`src/rtl/keccak_round_sequencer.sv`:
```
// Keccak-f[1600] round sequencer: steps the round datapath through NUM_ROUNDS rounds
// over a valid/ready handshake, forming each iota constant on the fly from the 8-bit
// rc(t) LFSR instead of a lookup table.
module keccak_round_sequencer #(
    parameter int unsigned NUM_ROUNDS  = 24,
    parameter int unsigned FIRST_ROUND = 0
) (
    input  logic        clk,
    input  logic        rst,
    input  logic        start,
    input  logic        abort,
    output logic        busy,
    output logic        round_valid,
    input  logic        round_ready,
    output logic [4:0]  round_number,
    output logic [63:0] round_constant,
    output logic        last_round,
    output logic        done
);

    // Reject parameter combinations that would run past round 23.
    if (NUM_ROUNDS < 1 || NUM_ROUNDS > 24 || FIRST_ROUND + NUM_ROUNDS > 24) begin : g_param_check
        $error("keccak_round_sequencer: illegal NUM_ROUNDS/FIRST_ROUND combination");
    end

    // One step of the rc(t) LFSR; the output bit is s[0] before the step.
    function automatic logic [7:0] lfsr_step(input logic [7:0] s);
        return {s[6:0], 1'b0} ^ (s[7] ? 8'h71 : 8'h00);
    endfunction

    // LFSR state at the start of round `first`: 7 steps per round from 8'h01.
    function automatic logic [7:0] lfsr_init(input int unsigned first);
        logic [7:0] s;
        s = 8'h01;
        for (int i = 0; i < 7 * int'(first); i++) begin
            s = lfsr_step(s);
        end
        return s;
    endfunction

    localparam logic [7:0] L0       = lfsr_init(FIRST_ROUND);
    localparam logic [4:0] FirstIdx = 5'(FIRST_ROUND);
    localparam logic [4:0] LastIdx  = 5'(FIRST_ROUND + NUM_ROUNDS - 1);

    typedef enum logic [1:0] {StIdle, StRun, StDone} state_e;

    state_e      state_q, state_d;
    logic [4:0]  round_q, round_d;
    logic [7:0]  lfsr_q, lfsr_d;

    logic [7:0]  unroll [0:7];
    logic [63:0] rc;
    logic        handshake;

    // Seven-step LFSR unroll: outputs land on bits 2^j-1; unroll[7] is next round's state.
    always_comb begin
        rc        = '0;
        unroll[0] = lfsr_q;
        for (int j = 0; j < 7; j++) begin
            rc[(1 << j) - 1] = unroll[j][0];
            unroll[j + 1]    = lfsr_step(unroll[j]);
        end
    end

    assign handshake = (state_q == StRun) && round_ready;

    // Next-state logic; abort wins over a same-cycle handshake and over start.
    always_comb begin
        state_d = state_q;
        round_d = round_q;
        lfsr_d  = lfsr_q;
        unique case (state_q)
            StIdle: begin
                if (!abort && start) begin
                    state_d = StRun;
                    round_d = FirstIdx;
                    lfsr_d  = L0;
                end
            end
            StRun: begin
                if (abort) begin
                    state_d = StIdle;
                    round_d = FirstIdx;
                    lfsr_d  = L0;
                end else if (handshake) begin
                    if (round_q == LastIdx) begin
                        // Hold counter/LFSR on the last round; DONE reloads them.
                        state_d = StDone;
                    end else begin
                        round_d = round_q + 5'd1;
                        lfsr_d  = unroll[7];
                    end
                end
            end
            StDone: begin
                state_d = StIdle;
                round_d = FirstIdx;
                lfsr_d  = L0;
            end
            default: begin
                state_d = StIdle;
                round_d = FirstIdx;
                lfsr_d  = L0;
            end
        endcase
    end

    // State, round counter and LFSR registers.
    always_ff @(posedge clk or posedge rst) begin
        if (rst) begin
            state_q <= StIdle;
            round_q <= FirstIdx;
            lfsr_q  <= L0;
        end else begin
            state_q <= state_d;
            round_q <= round_d;
            lfsr_q  <= lfsr_d;
        end
    end

    // Outputs are pure functions of the registered state.
    always_comb begin
        busy           = (state_q == StRun);
        round_valid    = (state_q == StRun);
        last_round     = (state_q == StRun) && (round_q == LastIdx);
        done           = (state_q == StDone);
        round_number   = round_q;
        round_constant = rc;
    end

endmodule
```
`config.mk`:
```
export PLATFORM = sky130hd
export DESIGN_NAME = keccak_round_sequencer
export DESIGN_NICKNAME = d
export VERILOG_FILES = /design/src/rtl/keccak_round_sequencer.sv
export SDC_FILE = /design/constraint.sdc
export NUM_CORES = 1
export LEC_CHECK = 0
export ABC_AREA = 1
export BUFFER_PORTS_ARGS = -buffer_cell sky130_fd_sc_hd__buf_4
export CORE_MARGIN = 2
export CORE_UTILIZATION = 45
export DETAILED_ROUTE_END_ITERATION = 8
export GPL_TIMING_DRIVEN = 0
export PLACE_DENSITY = 0.85
export SETUP_SLACK_MARGIN = 0.02
export SLEW_MARGIN = 30
export SYNTH_ARGS = -nofsm -noshare
export SYNTH_HDL_FRONTEND = slang
export SYNTH_SLANG_ARGS = --single-unit
```
`constraint.sdc`:
```
create_clock -name clk -period 1.8 [get_ports clk]
set_input_delay 0.09 -clock clk [delete_from_list [all_inputs] [get_ports clk]]
set_output_delay 0.09 -clock clk [all_outputs]
set_load 0.02 [all_outputs]
```
After elaboration in Yosys (flattened, before gate mapping)
Cells that the tools add are included.
{"block": "totals", "in_bits": 5, "register_bits": 15, "output_inout_bits": 73}
{"block": "classes", "n_reduce_logical": 7, "mux": 22, "n_eq_ne": 7, "add_sub_neg": 1, "bitwise": 7}
{"cell": "8-bit by 7-bit XOR with 8-bit output", "n": 7}
{"cell": "7-bit two-way mux", "n": 7}
{"cell": "8-bit two-way mux", "n": 4}
{"cell": "5-bit two-way mux", "n": 4}
{"cell": "8-bit case mux with 2 select lines", "n": 1}
{"cell": "5-bit case mux with 2 select lines", "n": 1}
{"cell": "2-bit two-way mux", "n": 4}
{"cell": "3-bit by 2-bit != test with 1-bit output (second input constant)", "n": 2}
{"cell": "3-bit AND reduction", "n": 2}
{"cell": "5-bit by 1-bit adder with 5-bit output (second input constant)", "n": 1}
{"cell": "5-bit == test (second input constant)", "n": 1}
{"cell": "2-bit case mux with 2 select lines", "n": 1}
{"cell": "1-bit logical AND", "n": 3}
{"cell": "3-bit != test (second input constant)", "n": 1}
{"cell": "2-bit by 1-bit == test with 1-bit output (second input constant)", "n": 1}
{"cell": "2-bit == test (second input constant)", "n": 1}
{"cell": "2-bit logical NOT", "n": 1}
{"cell": "2-bit != test (second input constant)", "n": 1}
{"cell": "1-bit logical NOT", "n": 1}

Depth between registers and ports, before layout
Gate-level depths: netlist of run 1.
{"block": "depth", "depth_word": 18, "depth_mapped": 12, "mapped_depth_nobuf": 12}

Worst setup path before layout of run 1
No wires, ideal clock.
{"block": "synth_path", "kind": "reg-to-reg", "from": "reg round_q[0] (netlist: round_number[0])", "to": "reg round_q[3] (netlist: round_number[3])", "setup_time_ns": 0.117, "path_stages_with_launch": 10, "slack_ns": 0.242, "t_required_ns": 1.683, "arrival_time_ns": 1.441, "path_cell_list": "dfrtp_1 -> ha_1 -> nand2_1 -> inv_1 -> nand3_1 -> nor2_1 -> nor2_4 -> nand4_1 -> nor2_1 -> nor2_1"}
{"block": "synth_between", "elab_chain_len": 5, "word_cells_on_any_way": 8, "cone_classes": "add/sub (1); eq/ne (2); mux (4); reduce/logical (1)"}
{"element": "from (decl)", "line": "48", "text": "logic [4:0] round_q, round_d;"}
{"element": "from (signal assigned)", "line": "112", "text": "round_q <= FirstIdx;"}
{"element": "from (signal assigned)", "line": "116", "text": "round_q <= round_d;"}
{"element": "5-bit by 1-bit adder with 5-bit output", "line": "90", "text": "round_d = round_q + 5'd1;"}
{"element": "5-bit two-way mux", "line": "86", "text": "if (round_q == LastIdx) begin"}
{"element": "5-bit two-way mux", "line": "85", "text": "end else if (handshake) begin"}
{"element": "5-bit two-way mux", "line": "81", "text": "if (abort) begin"}
{"element": "5-bit case mux with 2 select lines", "line": "72", "text": "unique case (state_q)"}
Several ways; a longest one is shown, not always the timed one. The select of a mux whose other input is x is not followed.
A chain may end at the register's enable or synchronous reset.

Final worst setup path of run 1
Same ends and word-level chain as after synthesis.

==> impl_metrics.yaml, run 1 <==
outcome:
  status: "finished clean"
yosys:
  yosys_warnings: 0
  synth-async-reset-ratio: 1.00
  synth_area_leaders: "buf_4 31%, dfrtp_1 24%, nand2_1 11%, nand3_1 6.9%, inv_1 5.7%"
  ys_seq_elements: 15
  syn_avg_cell_area_um2: 7.01
  yosysTopAreaCellShare: 0.314
  syn-instance-count: 208
  synth-edff-count: 0
  synth_top_cells_by_count: "61 x buf_4, 41 x nand2_1, 22 x inv_1, 20 x nand3_1, 14 x dfrtp_1"
  synth_cell_type_count: 24
  synth_top_area_cell: "buf_4"
  post-synth-top-count-cell: "buf_4"
  ys_seq_area_frac: 0.258
  synth_flop_cell: "dfrtp_1"
  synth_area_um2: 1460
worst_setup_path:
  cp_max_fo: 10
  startpoint_type: "flop"
  cp_slowest_cell: "dfrtp_1"
  worst_setup_path_end_kind: "flop"
  criticalPathCategory: "flop to flop"
  reg2reg_depth: 10
  cp_num_cells: 10
  critPathMostFrequentCell: "nand2_1"
  slowest_delay_ns: 0.43
  r2r_slack_ns: 0.14
  cp_top_family: "simple AND/OR/NAND/NOR gates"
  arrival_ns: 1.88
  critPathRequiredTime_ns: 2.02
  worst-path-buf-inv: 1
  cp_cell_sequence: "ha_1, nand2_1, inv_1, nand3_1, nor2_1, nor2_4, nand4_1, nand2_1, nand2_1, nor2_1"
placed_design:
  place_congestion: 0.868
  portBuffers: 20
  placed_cells_incl_taps: 328
  pre_cts_ws_ns: 0.156
  hpwlAfterDp_mm: 2.21
  place_area_um2: 1870
clock_network:
  htreeDepth: 1
  tritoncts: "built"
  clk_path_buf_depth: 2
  clock_latency_ns: 0.28
  path_clk_slew_ns: 0.09
  cts-root-buf: "clkbuf_4"
  clock_sinks: 15
  numCtsBuffers: 3
pwr:
  leakage_nw: 1.21
  ir_worst_vdd_mv: 0.795
  powerDensity_nw_per_um2: 1320
timing:
  slew_headroom: 0.607
  rsz0062_at_grt: "true"
  layout_setup_ws_ns: 0.137
  period_share: 0.924
  hold_viol: 0
  period_needed_ns: 1.66
  fmax_ghz: 0.601
  setup_viol: 0
  timing_max_transition_violations_final: 0
  worstMarginPinSlew_ns: 0.588
  finalClockSkew_ns: 0.00410
  tns_ns: 0
drt:
  drtPass1Iterations: 4
  avgRoutedWirePerCell_um: 7.76
  drtIter0Drc: 24
  drc: 0
  vias: 1264
  viasPerCell: 3.80
  postRouteAntennaNets: 0
  wirelength_mm: 2.59
grt:
  track_usage: 0.142
  grt_pass1_wl_mm: 4.02
  grt-ovfl-total: 0
  grt_antenna_before_repair: 0
  grt_pass1_vias: 991
  grt_max_degree: 16
final_layout:
  drive_gt1_frac: 0.360
  design_area_um2: 1920
  antennaDiodeCount: 0
  stdcell_count: 333
  syn_to_final_growth_pct: 31.3
  nets: 296
floorplanning:
  die_area_um2: 3710
  initial_core_util: 0.474
  io_pins: 78
  core_area_um2: 3080
  row_count: 20
  die_y_um: 60.9
  die_w_um: 60.9
min_path:
  hold_path_depth: 3
  hp-class: "primary input to flop"
run:
  drv_cap: 0
## report_power, final
| part | total (W) | internal, W | switching, W |
|---|---|---|---|
| sequential | 0.000563 | 0.000442 | 0.000121 |
| clock | 0.000195 | 0.0000860 | 0.000109 |
| combinational | 0.00178 | 0.000679 | 0.00110 |
| total | 0.00254 | 0.00121 | 0.00133 |
## final timing paths
check | from | to
max | round_number[0] | round_number[3]
min | start | state_q[0]
max reg2reg | round_number[0] | round_number[3]
min reg2reg | round_number[0] | round_number[0]
max in group asynchronous | rst | lfsr_q[4]
min in group asynchronous | rst | state_q[0]
## cell families (layout without fill, tap and decap cells)
logic type	count (synthesis)	count (layout)	share of synthesized area
adders and majority gates	1	1	0.00857
DFF	15	15	0.258
buffers and inverters	90	115	0.389
xor gates and xnor gates	5	5	0.0300
and+or+nand+nor	85	85	0.267
other	1	57	0.00257
AOI/OAI and AO/OA	11	11	0.0454
## sequential cells by signal, summed over array words and instances, names as in the netlist
name          cells
lfsr_q            8
round_number      5
state_q           2
## layer usage
metal  vias up  share of wire  GRT usage
met5         -              0          0
li1        683              -          -
met3         2          0.070     0.0320
met4         0         0.0039     0.0342
met2        45           0.52      0.250
met1       534           0.41      0.177
## worst reg2reg max path, cell delays in order, from the launching register on
cell	delay, ns
dfrtp_1	0.43
ha_1	0.23
nand2_1	0.08
inv_1	0.06
nand3_1	0.11
nor2_1	0.09
nor2_4	0.21
nand4_1	0.16
nand2_1	0.10
nand2_1	0.05
nor2_1	0.09
## through the flow
stage | power (W) | util | hold slack, ns
final | 0.00254 | 0.622 | 0.0819
after global routing | 0.00276 | 0.622 | 0.0992
after CTS | 0.00254 | 0.621 | 0.0742
after detailed placement | 0.00234 | 0.609 | 0.192
after global placement | 0.00229 | 0.609 | 0.189
after floorplan | 0.00189 | - | -0.00924
## layout by cell type (no fill, tap or decap), types with 2 or more instances in the layout
cell type  synthesis  layout
buf_4             61      81
conb_1             1      57
nand2_1           41      41
inv_1             22      22
nand3_1           20      20
dfrtp_1           14      14
nor2_1             9       9
nand2_2            7       7
inv_2              7       7
xor2_1             4       4
o22ai_1            4       4
a21oi_1            3       3
clkbuf_4           0       3
nor2_2             3       2
nor2_4             1       2
nor3_1             2       2
## what timing repair did
action / in CTS / in global routing
setup buffers: 0 / 0
setup endpoints to repair: 0 / 3
endpoints found under the hold margin: 14 / 0
hold buffers: 1 / 0
gates resized for setup: 0 / 1
## layout make-up
class	instances	area [um^2]
Fill cell	291	1160
Multi-Input combinational cell	159	731
Buffer	61	458
Sequential cell	15	377
Timing Repair Buffer	21	160
Inverter	29	109
Tap cell	44	55.1
Clock buffer	4	26.3
Note: power is estimated with default switching activity, not from simulation.
==> run 2: changes to the inputs <==
BUFFER_PORTS_ARGS = -buffer_cell sky130_fd_sc_hd__buf_2   (was -buffer_cell sky130_fd_sc_hd__buf_4)
CORE_UTILIZATION = 47   (was 45)
CTS_BUF_LIST = sky130_fd_sc_hd__clkbuf_8   (was unset)
GPL_TIMING_DRIVEN = unset   (was 0)
PLACE_DENSITY = 0.88   (was 0.85)
==> impl_metrics.yaml, run 2 (synthesis gave the netlist of run 1 again) <==
outcome:
  status: "finished clean"
drt:
  drc: 0
  drtPass1Iterations: 4
  viasPerCell: 4.26
  vias: 1113
  postRouteAntennaNets: 0
  wirelength_mm: 2.31
  drtIter0Drc: 60
  avgRoutedWirePerCell_um: 8.84
clock_network:
  holdBufCountCts: 1
  post-cts-setup-buffers: 0
  path_clk_slew_ns: 0.06
  htreeDepth: 1
  cts_resized: 0
  cts-root-buf: "clkbuf_8"
  numCtsBuffers: 3
  clock_latency_ns: 0.25
  clock_sinks: 15
  tritoncts: "built"
  clk_path_buf_depth: 2
timing:
  fmax_ghz: 0.626
  worstMarginPinSlew_ns: 0.575
  period_share: 0.887
  finalClockSkew_ns: 0.00487
  setup_viol: 0
  tns_ns: 0
  period_needed_ns: 1.60
  slew_headroom: 0.616
  rsz0062_at_grt: "false"
  timing_max_transition_violations_final: 0
  hold_viol: 0
pwr:
  intPower_w: 0.00107
  combPwrFrac: 0.648
  power_frac_seq: 0.236
  finalPower_w: 0.00237
  switchingPower_w: 0.00130
  power.share.clock: 0.115
  ir_worst_vdd_mv: 0.596
  leakage_nw: 0.885
  sw_frac_of_total: 0.548
  powerDensity_nw_per_um2: 1690
floorplanning:
  initial_core_util: 0.486
  row_count: 20
  die_y_um: 59.7
  die_area_um2: 3570
  io_pins: 78
  die_w_um: 59.7
  core_area_um2: 3000
final_layout:
  largest_reg_flops: 8
  n_fill_cell: 345
  antennaDiodeCount: 0
  final_common_cell: "conb_1"
  drive_gt1_frac: 0.193
  nets: 235
  final_cell_mix: "57 x conb_1, 41 x nand2_1, 22 x inv_1, 20 x nand3_1, 20 x buf_2"
  syn_to_final_growth_pct: -3.43
  top_register: "lfsr_q"
placed_design:
  portBuffers: 20
  hpwlAfterDp_mm: 1.93
  place_congestion: 0.848
grt:
  grt-ovfl-total: 0
  track_usage: 0.131
  grt_antenna_before_repair: 0
  grt_max_degree: 16
  grt_pass1_vias: 846
  grt_pass1_wl_mm: 3.48
worst_setup_path:
  worst-path-buf-inv: 1
  startpoint_type: "flop"
  cp_slowest_cell: "dfrtp_1"
  arrival_ns: 1.78
  r2r_slack_ns: 0.20
  cp_cell_sequence: "ha_1, nand2_1, inv_1, nand3_1, nor2_1, nor2_4, nand2_2, o21ai_1, nand2_1, nor2_1"
  critPathRequiredTime_ns: 1.98
  slowest_delay_ns: 0.41
  cp_top_family: "simple AND/OR/NAND/NOR gates"
  worst_setup_path_end_kind: "flop"
  cp_max_fo: 10
  criticalPathCategory: "flop to flop"
run:
  drv_cap: 0
min_path:
  hp-class: "primary input to flop"
-- run 2: layer usage --
| metal | share of wire | track usage | routed length, um |
|---|---|---|---|
| met1 | 0.45 | 0.157 | 1030 |
| met2 | 0.48 | 0.220 | 1120 |
| met3 | 0.052 | 0.0216 | 119 |
| met4 | 0.017 | 0.0698 | 39 |
| met5 | 0 | 0 | 0 |
-- run 2: power by group through the flow --
stage / Sequential, W / Combinational (W) / Clock, W
after global placement: 0.000564 / 0.00151 / 0
after global routing: 0.000585 / 0.00171 / 0.000297
after detailed placement: 0.000567 / 0.00154 / 0
final: 0.000561 / 0.00154 / 0.000274
after floorplan: 0.000576 / 0.00132 / 0
after CTS: 0.000561 / 0.00155 / 0.000283
-- run 2: metrics by stage --
| stage | setup WS (ns) | utilization | instances | cell area [um^2] | hold slack, ns |
|---|---|---|---|---|---|
| global placement | 0.277 | 0.450 | 256 | 1350 | 0.173 |
| floorplan | 0.242 | - | 264 | 1670 | -0.00924 |
| finish | 0.203 | 0.469 | 261 | 1410 | 0.111 |
| detailed placement | 0.208 | 0.450 | 256 | 1350 | 0.182 |
| CTS | 0.202 | 0.469 | 261 | 1410 | 0.111 |
| global route | 0.0351 | 0.469 | 261 | 1410 | 0.152 |
-- run 2: worst paths after layout --
path,start,end,cells past startpoint
max in group asynchronous,rst,lfsr_q[1],3
worst min-delay path,start,state_q[0],3
worst max-delay path,round_number[0],round_number[4],10
worst min register to register,round_number[0],round_number[0],1
worst max register to register,round_number[0],round_number[4],10
min in group asynchronous,rst,round_number[0],3
-- run 2: layout make-up --
| class | instances | area (um^2) | share of cell area |
|---|---|---|---|
| Multi-Input combinational cell | 159 | 726 | 0.515 |
| Sequential cell | 15 | 377 | 0.267 |
| Inverter | 29 | 109 | 0.0773 |
| Timing Repair Buffer | 21 | 110 | 0.0782 |
| Tap cell | 33 | 41.3 | 0.0293 |
| Clock buffer | 3 | 41.3 | 0.0293 |
| Clock inverter | 1 | 5.00 | 0.00355 |
-- run 2: tightest hold or removal path: stages --
cell     delay (ns)
buf_2          0.09
nand2_1        0.07
a21oi_1        0.06
==> run 3: changes to the inputs <==
CORE_ASPECT_RATIO = 0.7   (was unset)
CORE_UTILIZATION = 50   (was 47)
PLACE_DENSITY = 0.93   (was 0.88)
clock period = 2 ns   (was 1.8 ns; I/O delays follow)
==> impl_metrics.yaml, run 3 (synthesis gave the netlist of run 1 again) <==
outcome:
  status: "finished clean"
timing:
  setup_viol: 0
  period_needed_ns: 1.68
  fmax_ghz: 0.595
  hold_viol: 0
  finalClockSkew_ns: 0.00659
  timing_max_transition_violations_final: 0
  worstMarginPinSlew_ns: 0.563
  rsz0062_at_grt: "false"
  slew_headroom: 0.624
  tns_ns: 0
  period_share: 0.841
grt:
  grt-ovfl-total: 0
  grt_max_degree: 16
  grt_pass1_wl_mm: 4.19
  grt_antenna_before_repair: 0
  track_usage: 0.167
  grt_pass1_vias: 910
worst_setup_path:
  slowest_delay_ns: 0.42
  cp_slowest_cell: "dfrtp_1"
  worst-path-buf-inv: 3
  criticalPathCategory: "flop to flop"
  reg2reg_depth: 10
  cp_num_cells: 10
  critPathRequiredTime_ns: 2.16
  arrival_ns: 1.85
  cp_max_fo: 7
  cp_top_family: "simple AND/OR/NAND/NOR gates"
  startpoint_type: "flop"
  worst_setup_path_end_kind: "flop"
  cp_cell_sequence: "ha_1, nand2_1, inv_1, nand3_1, inv_1, nor2_2, nand2_4, inv_2, nand3_1, o211ai_1"
drt:
  drtPass1Iterations: 4
  drc: 0
  viasPerCell: 4.26
  drtIter0Drc: 46
  postRouteAntennaNets: 0
  wirelength_mm: 2.66
  avgRoutedWirePerCell_um: 10.1
  vias: 1124
floorplanning:
  die_area_um2: 3370
  io_pins: 78
  die_w_um: 68.6
  core_area_um2: 2780
  row_count: 16
  initial_core_util: 0.524
  die_y_um: 49.2
final_layout:
  design_area_um2: 1410
  drive_gt1_frac: 0.193
  syn_to_final_growth_pct: -3.17
  nets: 235
  final_common_cell: "conb_1"
  largest_reg_flops: 8
  antennaDiodeCount: 0
  top_register: "lfsr_q"
  stdcell_count: 264
  final_cell_mix: "57 x conb_1, 41 x nand2_1, 22 x inv_1, 20 x nand3_1, 20 x buf_2"
clock_network:
  cts_resized: 0
  htreeDepth: 1
  clock_latency_ns: 0.25
  clk_path_buf_depth: 2
  path_clk_slew_ns: 0.06
  tritoncts: "built"
  clock_sinks: 15
  numCtsBuffers: 3
  cts-root-buf: "clkbuf_8"
min_path:
  hp-class: "primary input to flop"
  hold_path_depth: 3
placed_design:
  place_area_um2: 1360
  hpwlAfterDp_mm: 2.13
  place_congestion: 0.875
  placed_cells_incl_taps: 259
  portBuffers: 20
run:
  drv_cap: 0
pwr:
  leakage_nw: 0.885
  powerDensity_nw_per_um2: 1560
  ir_worst_vdd_mv: 0.761
run 3: where the power goes:
| part | internal, W | switching, W | total [W] | leakage, nW |
|---|---|---|---|---|
| sequential | 0.000399 | 0.000114 | 0.000513 | 0.199 |
| clock | 0.000138 | 0.000110 | 0.000248 | 0.0255 |
| combinational | 0.000429 | 0.00101 | 0.00144 | 0.660 |
| total | 0.000966 | 0.00124 | 0.00220 | 0.885 |
run 3: repair_timing:
item,in CTS,in global routing
hold endpoints to repair,14,0
hold buffers,1,0
buffers inserted,0,0
run 3: worst paths after layout:
path	from	endpoint	slack, ns
worst max-delay path	round_number[0]	lfsr_q[4]	0.32
worst min register to register	round_number[0]	round_number[0]	0.54
worst max register to register	round_number[0]	lfsr_q[4]	0.32
max in group asynchronous	rst	lfsr_q[0]	1.18
min in group asynchronous	rst	lfsr_q[6]	0.44
worst min-delay path	start	state_q[0]	0.11
run 3: layer usage:
layer | up-vias | wire length, um | track usage | part of all wire
met2 | 46 | 1210 | 0.232 | 0.46
met5 | - | 0 | 0 | 0
li1 | 563 | - | - | -
met1 | 511 | 1210 | 0.252 | 0.46
met4 | 0 | 36 | 0.0500 | 0.014
met3 | 4 | 195 | 0.0416 | 0.073
run 3: through the flow:
step | utilization | worst slack [ns] | hold slack [ns] | total power (W)
after floorplan | - | 0.442 | 0.000764 | 0.00170
after global placement | 0.487 | 0.468 | 0.177 | 0.00188
after detailed placement | 0.487 | 0.327 | 0.188 | 0.00193
after CTS | 0.508 | 0.330 | 0.113 | 0.00219
after global routing | 0.508 | 0.112 | 0.114 | 0.00239
final | 0.508 | 0.318 | 0.114 | 0.00220
run 3: cell type report:
class                           count  area [um^2]
Clock buffer                        3         41.3
Clock inverter                      1         5.00
Fill cell                         304         1370
Inverter                           29          109
Multi-Input combinational cell    159          726
Sequential cell                    15          377
Tap cell                           36         45.0
Timing Repair Buffer               21          110
run 3: worst min-delay path, stage by stage:
cell and delay, ns:
buf_2 0.09, nand2_1 0.07, a21oi_1 0.06
